<file path="config.mk">
export PLATFORM = sky130hd
export DESIGN_NAME = memory_access_cycle
export DESIGN_NICKNAME = d
export VERILOG_FILES = /design/src/rtl/memory_access_cycle.sv
export SDC_FILE = /design/constraint.sdc
export NUM_CORES = 1
export LEC_CHECK = 0
export ABC_AREA = 0
export BUFFER_PORTS_ARGS = -buffer_cell sky130_fd_sc_hd__buf_2
export CORE_MARGIN = 2
export CORE_UTILIZATION = 53
export CTS_CLUSTER_SIZE = 25
export DETAILED_ROUTE_END_ITERATION = 10
export GPL_TIMING_DRIVEN = 0
export PLACE_DENSITY = 0.95
export SLEW_MARGIN = 20
export SYNTH_ARGS = -nofsm -noshare
export SYNTH_HDL_FRONTEND = slang
export SYNTH_SLANG_ARGS = --single-unit
</file>
<file path="constraint.sdc">
create_clock -name CLK -period 5.07 [get_ports CLK]
set_clock_uncertainty 0.1 [all_clocks]
set_input_delay 0.2535 -clock CLK [delete_from_list [all_inputs] [get_ports CLK]]
set_output_delay 0.2535 -clock CLK [all_outputs]
set_load 0.05 [all_outputs]
</file>
<file path="src/rtl/memory_access_cycle.sv">
// memory_access_cycle: memory stage with load/store handshake, load lane conversion,
// misalignment detection and a busy timeout that latches an error state.
module memory_access_cycle (
    input  logic        CLK,
    input  logic        RESET,
    input  logic [31:0] ALUOutM,
    input  logic [31:0] StoreCounterOutM,
    input  logic [31:0] PCPlusImmM,
    input  logic [5:0]  ALUSelectM,
    input  logic [4:0]  WriteAddressM,
    input  logic        JtypeM,
    input  logic        RegWriteM,
    input  logic        MemReadM,
    input  logic        MemWriteM,
    input  logic        BranchM,
    output logic        StallM,
    output logic [31:0] DMemAddress,
    output logic [31:0] DMemWriteData,
    output logic        DMemRead,
    output logic        DMemWrite,
    input  logic [31:0] DMemReadData,
    input  logic        DMemBusy,
    output logic [31:0] WBDataW,
    output logic [4:0]  WriteAddressW,
    output logic        RegWriteW,
    output logic        BranchTakenW,
    output logic [31:0] BranchTargetW,
    output logic        MisalignW,
    output logic        MemErrorW
);
    localparam logic [1:0] IDLE = 2'd0, ACCESS = 2'd1, ERROR = 2'd2;
    function automatic logic is_byte(input logic [2:0] sel);
        return sel == 3'b000 || sel == 3'b100;
    endfunction
    function automatic logic is_half(input logic [2:0] sel);
        return sel == 3'b001 || sel == 3'b101;
    endfunction
    function automatic logic misaligned(input logic [2:0] sel, input logic [1:0] a);
        return is_half(sel) ? a[0] : (!is_byte(sel) && a != 2'b00);
    endfunction
    logic [1:0]  state_q, state_d;
    logic [7:0]  cnt_q, cnt_d;
    logic        err_q, err_d;
    logic        s_valid_q, s_j_q, s_rw_q, s_mr_q, s_mw_q, s_br_q;
    logic [31:0] s_alu_q, s_store_q, s_pc_q;
    logic [5:0]  s_sel_q;
    logic [4:0]  s_wa_q;
    logic [31:0] wb_q, tgt_q;
    logic [4:0]  wa_q;
    logic        rw_q, bt_q, mis_q;
    logic        m_access, s_mis, upd, unused_sel;
    logic [7:0]  ld_b;
    logic [15:0] ld_h;
    logic [31:0] load_data;
    assign m_access = (MemReadM || MemWriteM) && !misaligned(ALUSelectM[2:0], ALUOutM[1:0]);
    assign s_mis = s_valid_q && (s_mr_q || s_mw_q) && misaligned(s_sel_q[2:0], s_alu_q[1:0]);
    assign StallM = (state_q == ACCESS && DMemBusy) || state_q == ERROR;
    assign upd = s_valid_q && !StallM;
    assign unused_sel = ^s_sel_q[5:3];
    assign ld_b = DMemReadData[{s_alu_q[1:0], 3'b000} +: 8];
    assign ld_h = s_alu_q[1] ? DMemReadData[31:16] : DMemReadData[15:0];
    assign load_data = is_byte(s_sel_q[2:0]) ? {{24{!s_sel_q[2] && ld_b[7]}}, ld_b}
                     : is_half(s_sel_q[2:0]) ? {{16{!s_sel_q[2] && ld_h[15]}}, ld_h}
                     : DMemReadData;
    assign DMemRead = state_q == ACCESS && s_mr_q;
    assign DMemWrite = state_q == ACCESS && s_mw_q;
    assign DMemAddress = s_alu_q;
    assign DMemWriteData = s_store_q;
    assign WBDataW = wb_q;
    assign WriteAddressW = wa_q;
    assign RegWriteW = rw_q;
    assign BranchTakenW = bt_q;
    assign BranchTargetW = tgt_q;
    assign MisalignW = mis_q;
    assign MemErrorW = err_q;
    // Counter restarts whenever a fresh access is loaded; ERROR is a trap state.
    always_comb begin
        state_d = state_q;
        cnt_d = cnt_q;
        err_d = err_q;
        if (state_q == IDLE) begin
            state_d = m_access ? ACCESS : IDLE;
            cnt_d = 8'd0;
        end else if (state_q == ACCESS && DMemBusy) begin
            cnt_d = cnt_q + 8'd1;
            state_d = cnt_q == 8'd254 ? ERROR : ACCESS;
            err_d = err_q || cnt_q == 8'd254;
        end else if (state_q == ACCESS) begin
            state_d = m_access ? ACCESS : IDLE;
            cnt_d = 8'd0;
        end
    end
    always_ff @(posedge CLK) begin
        if (RESET) begin
            state_q <= IDLE;
            cnt_q <= 8'd0;
            err_q <= 1'b0;
            s_valid_q <= 1'b0;
            s_alu_q <= 32'd0;
            s_store_q <= 32'd0;
            s_pc_q <= 32'd0;
            s_sel_q <= 6'd0;
            s_wa_q <= 5'd0;
            {s_j_q, s_rw_q, s_mr_q, s_mw_q, s_br_q} <= 5'd0;
            wb_q <= 32'd0;
            tgt_q <= 32'd0;
            wa_q <= 5'd0;
            {rw_q, bt_q, mis_q} <= 3'd0;
        end else begin
            state_q <= state_d;
            cnt_q <= cnt_d;
            err_q <= err_d;
            if (!StallM) begin
                s_valid_q <= 1'b1;
                s_alu_q <= ALUOutM;
                s_store_q <= StoreCounterOutM;
                s_pc_q <= PCPlusImmM;
                s_sel_q <= ALUSelectM;
                s_wa_q <= WriteAddressM;
                {s_j_q, s_rw_q, s_mr_q, s_mw_q, s_br_q} <= {JtypeM, RegWriteM, MemReadM, MemWriteM, BranchM};
            end
            rw_q <= upd && s_rw_q && !s_mis;
            bt_q <= upd && (s_br_q || s_j_q);
            mis_q <= upd && s_mis;
            if (upd) begin
                wb_q <= s_mr_q ? load_data : s_alu_q;
                wa_q <= s_wa_q;
                tgt_q <= s_pc_q;
            end
        end
    end
endmodule

</file>
==> metrics.md <==
| Metric | Value |
|---|---|
| CTS tree | yes |
| Max cap viols | 0 |
| CTS Buf Count | 17 |
| Slowest cell on the critical path | clkbuf_1 |
| Hold Crit Class | in -> reg |
| Xor and xnor fraction of the mapped netlist area | 0.00552 |
| Core Rows | 44 |
| RSZ-0062 raised after global routing | false |
| DR WL met3 | 2680 um |
| Met2 WL | about 15,000 um |
| Area contributors post-synth | dfxtp_1, nand2_1, a21oi_1, a221oi_2, buf_2 |
| Crit. Startpoint | s_mr_q$_SDFFE_PP0N_ |
| Crit path kind | reg -> out |
| CP Data Required Time | about 4.7 ns |
| Hpwl dp | 19,100 um |
| Pwr Total | 3.77 mW |
| Seq cells post-synth | 193 |
| # Post-CTS Setup Buffers | 0 |
| Syn Area/Cell | 8.22 um2 |
| Via count | 9,082 |
| Gpl congestion | about 0.94 |
| Worst path cell trace | clkbuf_1 -> clkbuf_1 -> and2_1 -> buf_2 |
| First-pass GRT wire length | ~46,000 um |
| Synth area leader | dfxtp_1 |
| Hold path start | DMemReadData[31] |
| Clock latency on the worst-skew pair | 0.45 ns |
| CP startpoint kind | flop |
| Status | completed |
| GR Overflow Total | 0 |
| Worst Path Max Fanout | 10 |
| Post-synthesis simple-gate area fraction | 0.209 |
| Critical path endpoint category | output port |
| Vias in the first global route | 9,149 |
| Die Wd | 126 um |
| Clk buf depth | 2 |
| IR drop worst, VDD | 0.359 mV |
| Routed wire length | about 31,000 um |
| DIE AREA | 0.0160 mm2 |
| Min cycle time layout | 2.52 ns |
| Largest family of logic cells by synthesized area | compound AO/OA/AOI/OAI gates |
| Fin util | 0.771 |
| Layout cells sized above 1 | 0.294 |
| Ys Warns | 0 |
| Register area share after synthesis | 0.487 |
| Worst r2r src | state_q[0]$_SDFFE_PP0P_ |
| # IOs | between 200 and 300 |
| Tightest Pin Transition | 0.838 ns |
| Fin. max-slew vios | 0 |
| Post-synthesis compound-gate area fraction | 0.222 |
| Ys async rst share | 0 |
| Ys flop type | dfxtp_1 |
| Die height | 126 um |
| Post-synthesis cell count | 965 |
| Worst path top cell family by delay | buffers and inverters |
| Buffers on Ports | 283 |
| 1st-pass router iterations | 8 |
| Drt wl/cell | a little under 20 um |
| Worst-path clk slew | 0.08 ns |
| Total track usage | 0.369 |
| CTS H-tree lvls | 4 |
| Nets@finish | 1,525 |
| Post-synth EDFFs | 0 |
| Period utilisation layout | 0.498 |
| Layout area overhead | 41.8% |
| Worst path most repeated cell | clkbuf_1 |
| Initial Utilization | 0.544 |
| Number of diodes | 0 |
| Most numerous cell in the Yosys netlist | nand2_1 |
| Largest net degree at the start of global routing | 18 |
| CTS root buf | clkbuf_16 |
| Finished Cell Area | 0.0112 mm2 |
| First DRT Iteration DRCs | 871 |
| CP peak stage delay | 0.50 ns |
| Most instantiated cells after synthesis | nand2_1, dfxtp_1, a21oi_1 |
| Yosys cell types | 56 |
| Placed Area | about 0.0096 mm2 |
| Fin. Hold Viols | 0 |
| Buf+Inv Stages, Crit Path | 3 |
| Setup TNS Final | 0 ns |
| Multiplexer area fraction after synthesis | 0.0183 |
| Pleak | 5.07 nW |
| Peak Freq | 396 MHz |
| Highest routing layer actually used | met4 |
| Placeable core region | approximately 0.015 mm2 |
| Final setup viols | 0 |
| Clk sinks | 193 |
| Initial antenna violation count | 0 |
| # DRC | 0 |
| Mapped Nets | 1,114 |
| Post-route ant nets | 0 |
| Post-Syn Area | 0.00793 mm2 |
| CP arrival | 2.17 ns |
| WL met1 | 10,800 um |
| Area share of fa/ha/maj cells after synthesis | 0.00316 |
| Rel. slew slack | 0.441 |
| Vias per cell | around 5.8 |
| Yosys top cell area share | 0.487 |
| Power Density | about 330 mW/mm2 |
-- through the flow --
step	instances	setup WS, ns	hold WS [ns]
after floorplan	965	3.06	0.289
after global placement	1432	3.06	0.336
after detailed placement	1432	3.06	0.342
after CTS	1573	2.66	0.00978
after global routing	1573	2.48	0.0230
final	1573	2.55	0.0193
-- power breakdown --
part / switching [mW] / internal, mW / leakage (nW)
sequential: 0.0600 / 1.60 / 1.59
clock: 0.614 / 0.700 / 0.282
combinational: 0.531 / 0.256 / 3.19
-- state kept, by name, summed over array words and instances (netlist names) --
signal         cells
s_br_q             1
s_j_q              1
s_rw_q             1
DMemAddress       32
WriteAddressW      5
s_pc_q            32
WBDataW           32
s_wa_q             5
s_sel_q            3
s_mr_q             1
BranchTargetW     32
RegWriteW          1
DMemWriteData     32
s_mw_q             1
cnt_q              8
MisalignW          1
BranchTakenW       1
s_valid_q          1
MemErrorW          1
state_q            2
-- worst reg2reg max path, delay by kind of cell (launching register included) --
kind / cells / cell delay, ns
AO/OA/AOI/OAI: 1 / 0.24
buffers and inverters: 2 / 0.65
AND/OR/NAND/NOR: 3 / 0.54
flip-flops: 1 / 0.48
-- kinds of logic after synthesis --
family | Yosys count
compound gates | 257
fa+ha+maj | 2
flops | 193
mux | 13
simple gates | 409
buf+inv | 86
xor+xnor | 5
-- cells in the final DEF (no fill, tap or decap), drive strengths merged, types with 3 or more instances in the layout --
master	instances
a21oi	159
a221oi	24
a22o	11
a22oi	7
and2	3
buf	332
clkbuf	50
clkinv	9
dfxtp	193
dlygate4sd3	109
inv	8
mux2i	10
nand2	345
nand2b	3
nand3	11
nand3b	3
nand4	5
nor2	21
nor2b	5
nor3	6
o211ai	6
o21a	3
o21ai	31
o41ai	7
xnor2	4
-- timing repair --
action                     in CTS  in global routing
hold endpoints to repair      109                  0
hold buffers                  109                  0
setup endpoints to repair       0                  0
gates resized for setup         0                  0
-- layer usage --
layer	up-vias	global-route usage
met3	187	0.0877
met2	607	0.654
met4	0	0.229
li1	4083	-
met1	4205	0.397
met5	-	0
-- path summary, 6_finish.rpt --
check             depth (start not counted)                              to  slack, ns
setup reg to reg                          6          s_pc_q[7]$_SDFFE_PP0N_       2.98
hold reg to reg                           2  BranchTargetW[31]$_SDFFE_PP0P_       0.35
setup / recovery                          4                        DMemRead       2.55
hold / removal                            3        WBDataW[31]$_SDFFE_PP0P_       0.02
-- area by class of cell --
class,instances,area [um2]
Timing Repair Buffer,392,2510
Tap cell,184,230
Inverter,6,22.5
Multi-Input combinational cell,686,3630
Clock buffer,19,443
Sequential cell,193,3860
Clock inverter,13,133
Fill cell,939,3350
Buffer,80,410
(Power assumes the default switching activity.)
